**src/rtl/rv_pkg.sv**
```systemverilog
// Shared encodings for the memory arbiter: FSM states, grant owner and
// the fixed-priority-with-alternation grant selection.
package rv_pkg;

  typedef enum logic [1:0] {
    IDLE   = 2'd0,
    ACCESS = 2'd1,
    WAIT   = 2'd2,
    RESP   = 2'd3
  } arbStateT;

  typedef enum logic {
    GNT_I = 1'b0,
    GNT_D = 1'b1
  } grantT;

  localparam int unsigned CNT_W = 4;

  // On a tie the port that did not win last time is served.
  function automatic grantT pickGrant(input logic iReq, input logic dReq,
                                      input grantT lastGrant);
    if (iReq && dReq) begin
      return (lastGrant == GNT_I) ? GNT_D : GNT_I;
    end else if (dReq) begin
      return GNT_D;
    end
    return GNT_I;
  endfunction

endpackage

```
**src/rtl/mem_arbiter.sv**
```systemverilog
// Two-port (fetch/data) arbiter onto one fixed-latency memory port.
// One transaction at a time: IDLE -> ACCESS -> WAIT (LAT cycles) -> RESP.
module mem_arbiter
  import rv_pkg::*;
#(
  parameter int unsigned LAT = 2,
  parameter int unsigned AW  = 32,
  parameter int unsigned DW  = 32
) (
  input  logic          clk,
  input  logic          rst,
  input  logic          i_req,
  input  logic [AW-1:0] i_addr,
  output logic [DW-1:0] i_rdata,
  output logic          i_ready,
  input  logic          d_req,
  input  logic          d_we,
  input  logic [AW-1:0] d_addr,
  input  logic [DW-1:0] d_wdata,
  output logic [DW-1:0] d_rdata,
  output logic          d_ready,
  output logic          m_en,
  output logic          m_we,
  output logic [AW-1:0] m_addr,
  output logic [DW-1:0] m_wdata,
  input  logic [DW-1:0] m_rdata
);

  arbStateT            state;
  arbStateT            nextState;
  grantT               lastGrant;
  grantT               sel;
  logic [AW-1:0]       latAddr;
  logic                latWe;
  logic [DW-1:0]       latWdata;
  logic [CNT_W-1:0]    cnt;
  logic [DW-1:0]       iRdataReg;
  logic [DW-1:0]       dRdataReg;

  always_comb begin
    sel = pickGrant(i_req, d_req, lastGrant);
  end

  // lastGrant doubles as the owner of the in-flight transaction.
  always_ff @(posedge clk) begin
    if (rst) begin
      state     <= IDLE;
      lastGrant <= GNT_I;
      latAddr   <= '0;
      latWe     <= 1'b0;
      latWdata  <= '0;
      cnt       <= '0;
      iRdataReg <= '0;
      dRdataReg <= '0;
    end else begin
      state <= nextState;
      case (state)
        IDLE: begin
          if (i_req || d_req) begin
            lastGrant <= sel;
            latAddr   <= (sel == GNT_D) ? d_addr : i_addr;
            latWe     <= (sel == GNT_D) && d_we;
            latWdata  <= (sel == GNT_D) ? d_wdata : '0;
          end
        end
        ACCESS: cnt <= CNT_W'(LAT - 1);
        WAIT: begin
          if (cnt == '0) begin
            if (lastGrant == GNT_D) begin
              if (!latWe) begin
                dRdataReg <= m_rdata;
              end
            end else begin
              iRdataReg <= m_rdata;
            end
          end else begin
            cnt <= cnt - CNT_W'(1);
          end
        end
        default: ;
      endcase
    end
  end

  always_comb begin
    nextState = state;
    case (state)
      IDLE:    if (i_req || d_req) nextState = ACCESS;
      ACCESS:  nextState = WAIT;
      WAIT:    if (cnt == '0) nextState = RESP;
      RESP:    nextState = IDLE;
      default: nextState = IDLE;
    endcase
  end

  always_comb begin
    m_en    = 1'b0;
    m_we    = 1'b0;
    m_addr  = '0;
    m_wdata = '0;
    i_ready = 1'b0;
    d_ready = 1'b0;
    case (state)
      ACCESS: begin
        m_en    = 1'b1;
        m_we    = latWe;
        m_addr  = latAddr;
        m_wdata = latWdata;
      end
      RESP: begin
        i_ready = (lastGrant == GNT_I);
        d_ready = (lastGrant == GNT_D);
      end
      default: ;
    endcase
  end

  assign i_rdata = iRdataReg;
  assign d_rdata = dRdataReg;

endmodule
```
**config.mk**
```make
export PLATFORM = sky130hd
export DESIGN_NAME = mem_arbiter
export DESIGN_NICKNAME = d
export VERILOG_FILES = /design/src/rtl/rv_pkg.sv /design/src/rtl/mem_arbiter.sv
export SDC_FILE = /design/constraint.sdc
export NUM_CORES = 1
export LEC_CHECK = 0
export ABC_AREA = 1
export CAP_MARGIN = 0
export CORE_UTILIZATION = 38
export CTS_CLUSTER_SIZE = 16
export DETAILED_ROUTE_END_ITERATION = 8
export GPL_TIMING_DRIVEN = 0
export PLACE_DENSITY = 0.77
export SYNTH_ARGS = -nofsm -noshare
export SYNTH_HDL_FRONTEND = slang
export SYNTH_SLANG_ARGS = --single-unit
export TNS_END_PERCENT = 100
```
**constraint.sdc**
```tcl
create_clock -name clk -period 1.49 [get_ports clk]
set_input_delay 0.149 -clock clk [delete_from_list [all_inputs] [get_ports clk]]
set_output_delay 0.149 -clock clk [all_outputs]
set_load 0.005 [all_outputs]
```
==> run_results.csv <==
group,metric,value,unit
outcome,status,"finished, violations left",
outcome,failed_checks,"setup timing",
hold_path,holdPathStages,3,
power,switchingPower,0.005706,W
sta,worst_slack,-275.2,ps
layout,fin_nets,1343,
routing,vias,6735,
worst_setup_path,cp_common_cell,"buf_8",
global_route,antenna_found_initial,0,
hold_path,worstHoldPathType,"input pin to flip-flop",
routing,totalWireLength,20.32,mm
sta,final-hold-violation-count,0,
floorplanning,dieWidth,127.5,microns
worst_setup_path,r2r-start,"state[0]",
floorplanning,die_area,0.01624,sq mm
global_route,grt_pass1_vias,6507,
global_route,grt_pass1_wl,31.24,mm
cts,cts.sinks,136,
worst_setup_path,reg2reg_slack,-10,ps
cts,clock_latency,430,ps
sta,tightest_slew,543.0,ps
power,p_total,0.01587,W
logic_synthesis,ys_seq_area_frac,0.4552,
layout,area_growth,74.14,%
cts,cts-root-buf,"clkbuf_16",
cts,postCtsHoldBufs,0,
layout,drive_gt1_frac,0.2679,
global_route,grt_max_degree,17,
floorplanning,start_util,0.3920,
logic_synthesis,synth_top_family_by_area,"simple AND/OR/NAND/NOR gates",
job,maxCapViolCount,0,
sta,fin_skew,11.67,ps
worst_setup_path,required,1340,ps
cts,cts_tree,"done",
logic_synthesis,synth_top_area_frac,0.4552,
layout,fin_util,0.6826,
logic_synthesis,yosysWarnings,0,
routing,avgViaCountPerCell,4.716,
worst_setup_path,cpPeakStageDelay,330,ps
power,p_seq_frac,0.295,
worst_setup_path,critPathTopFamily,"buffers and inverters",
sta,fin_hold_ws,272.8,ps
placed_design,dpl.hpwl,13.67,mm
logic_synthesis,synth_fa_ha_area_frac,0.01255,
logic_synthesis,syn-num-nets,1011,
routing,ant_nets,0,
power,p_per_area,1524,mW/mm^2
logic_synthesis,synthMuxAreaShare,0,
worst_setup_path,start_kind,"flip-flop",
cts,clkTransAtPathRegs,70,ps
layout,antenna_cells,0,
global_route,overflow,0,
power,p_leak,4.938,nW
worst_setup_path,crit_buf_inv,6,
logic_synthesis,synth_top_area_cell,"dfxtp_1",
layout,fill_cells,1280,
worst_setup_path,end_kind,"primary output",
logic_synthesis,synth_cell_types,23,
logic_synthesis,synthTopCellsByArea,"dfxtp_1 (46%), nand2_1 (21%), a21oi_1 (8.7%)",
floorplanning,core_area,0.01526,sq mm
worst_setup_path,critPathMaxFanout,7,
cts,clk_path_buf_depth,2,
sta,max_freq,0.5665,GHz
routing,detail_route.wl_per_cell,14.23,microns
power,pwr-share-comb,0.448,
routing,dr.pass1.iters,6,
worst_setup_path,arrival,1620,ps
cts,htree_levels,4,
power,ir_drop,0.001018,V
sta,setup_viol,85,
placed_design,placement.io_buffers,263,
power,clockPowerShare,0.257,
logic_synthesis,syn_area,0.005981,sq mm
logic_synthesis,synth_compound_area_frac,0.1308,
sta,slew_headroom,0.6380,
routing,drcViolationCount,0,
worst_setup_path,cpMaxStageDelayCell,"dfxtp_2",
logic_synthesis,avgSynthCellArea,6.859,sq um
floorplanning,die_h,127.5,microns
sta,period_share,1.185,
worst_setup_path,crit_chain,"inv_2 > ha_4 > buf_8 > buf_8 > buf_6 > nand2_2 > inv_1 > buf_2",
sta,min_period,1765,ps
worst_setup_path,r2r_end,"d_rdata[4]",
logic_synthesis,ys_seq_elements,136,
placed_design,place_inst,1346,
logic_synthesis,yosys.area_share.simple,0.3015,
power,p_int,0.01016,W
floorplanning,rows,45,
sta,rsz0062_at_grt,"true",
layout,finalNonFillerCells,1428,
logic_synthesis,synth_xor_area_frac,0,
hold_path,holdPathEnd,"latWdata[15]",
worst_setup_path,critPathLaunch,"state[1]",
global_route,track_usage,0.2444,
cts,cts_buffers,17,
floorplanning,num_io_pins,265,
sta,slew_violations,0,
logic_synthesis,synthCells,872,
hold_path,hold_path.startpoint,"d_wdata[15]",
placed_design,place.gp.congestion,0.8227,
worst_setup_path,crit_type,"flip-flop to primary output",
worst_setup_path,rr_worst_depth,8,
power,netSwitchingFraction,0.3596,
routing,dr.first_iter.drc_count,295,
==> sequential cells by signal, summed over array words and instances (netlist names) <==
name       cells
latWe          1
lastGrant      1
i_rdata       32
latWdata      32
state          2
cnt            4
latAddr       32
d_rdata       32
==> cells in the final DEF (no fill, tap or decap), types with 3 or more instances in the layout <==
| cell type | netlist | routed |
|---|---|---|
| clkdlybuf4s50_1 | 0 | 191 |
| buf_4 | 4 | 25 |
| nand2_2 | 1 | 45 |
| inv_6 | 0 | 7 |
| buf_8 | 0 | 10 |
| nand2_4 | 0 | 20 |
| inv_2 | 6 | 38 |
| nand2_1 | 335 | 271 |
| nor2_2 | 1 | 6 |
| nand3_1 | 6 | 5 |
| dlymetal6s2s_1 | 0 | 4 |
| inv_1 | 75 | 41 |
| clkinv_2 | 0 | 3 |
| clkbuf_2 | 0 | 4 |
| clkbuf_4 | 0 | 5 |
| dfxtp_2 | 0 | 5 |
| ha_4 | 0 | 4 |
| o21bai_1 | 32 | 30 |
| a21oi_1 | 104 | 102 |
| clkbuf_16 | 0 | 20 |
| nor2_1 | 72 | 66 |
| buf_6 | 3 | 60 |
| buf_2 | 25 | 51 |
| nand4_1 | 32 | 32 |
| clkbuf_1 | 24 | 16 |
| dfxtp_1 | 136 | 130 |
==> how the worst max path moves through the flow <==
stage | end | slack [ps] | depth (start not counted)
5_1_grt | m_addr[20] | -320 | 8
3_3_place_gp | m_wdata[26] | -730 | 7
3_5_place_dp | m_addr[26] | -750 | 7
6_report | m_addr[20] | -280 | 8
4_1_cts | m_addr[25] | -290 | 8
2_1_floorplan | latAddr[19] | 60 | 9
==> area by class of cell <==
type                    instances  area, sq um  share of cell area
repair buffers                317         3043              0.2922
multi-input cells             595         3035              0.2914
flip-flops and latches        136         2733              0.2624
plain buffers                  56        461.7             0.04433
clock buffers                  17        425.4             0.04085
inverters                      81        314.1             0.03015
well taps                     211        264.0             0.02535
clock inverters                15        138.9             0.01333
==> what timing repair did <==
action                                 in CTS  in global routing
gates cloned                                6                  6
endpoints found under the hold margin       0                  0
pin swaps                                  42                 15
setup endpoints to repair                 195                197
gates resized for setup                   422                145
buffers inserted                           35                 15
==> through the flow <==
| step | setup slack, ps | setup TNS [ps] | cell area (sq um) |
|---|---|---|---|
| after floorplan | 62.49 | 0 | 5981 |
| final | -275.2 | -13010 | 10420 |
| after global placement | -727.2 | -49670 | 8877 |
| after global routing | -316.4 | -19150 | 10420 |
| after detailed placement | -745.6 | -52720 | 8877 |
| after CTS | -287.7 | -17990 | 9921 |
==> logic make-up after synthesis <==
| logic type | after synthesis |
|---|---|
| and+or+nand+nor | 451 |
| buffers and inverters | 141 |
| AOI/OAI and AO/OA | 138 |
| DFF | 136 |
| adders and majority gates | 6 |
==> synthesized netlist by cell type (all sizes together) <==
library cell	count
nor3	1
nor2	74
a21oi	105
nand2	336
nand4	32
buf	36
or2	1
inv	81
dfxtp	136
o21ai	1
ha	6
nand3	7
clkbuf	24
o21bai	32
==> per-layer routing <==
| metal | track usage | part of all wire | vias to the layer above | routed length, microns |
|---|---|---|---|---|
| met5 | 0 | 0 | - | 0 |
| met1 | 0.2761 | 0.41 | 3064 | 8276 |
| li1 | - | - | 3392 | - |
| met4 | 0.1036 | 0.023 | 0 | 467 |
| met3 | 0.06910 | 0.070 | 41 | 1429 |
| met2 | 0.4298 | 0.50 | 238 | 10140 |
==> power groups by stage <==
stage          registers, W  logic [W]  clock network (W)
2_1_floorplan       0.00458    0.00269                  0
3_3_place_gp        0.00461    0.00455                  0
3_5_place_dp        0.00463    0.00460                  0
4_1_cts             0.00462    0.00634            0.00410
5_1_grt             0.00475    0.00771            0.00427
6_report            0.00468    0.00711            0.00407
==> worst register-to-register path, cell delays in order, from the launching register on <==
cell	delay [ps]
dfxtp_4	360
inv_2	130
ha_4	160
buf_6	130
nand3_4	200
inv_8	170
buf_6	150
nor2_1	50
nor2_1	90
(Power assumes the default switching activity.)
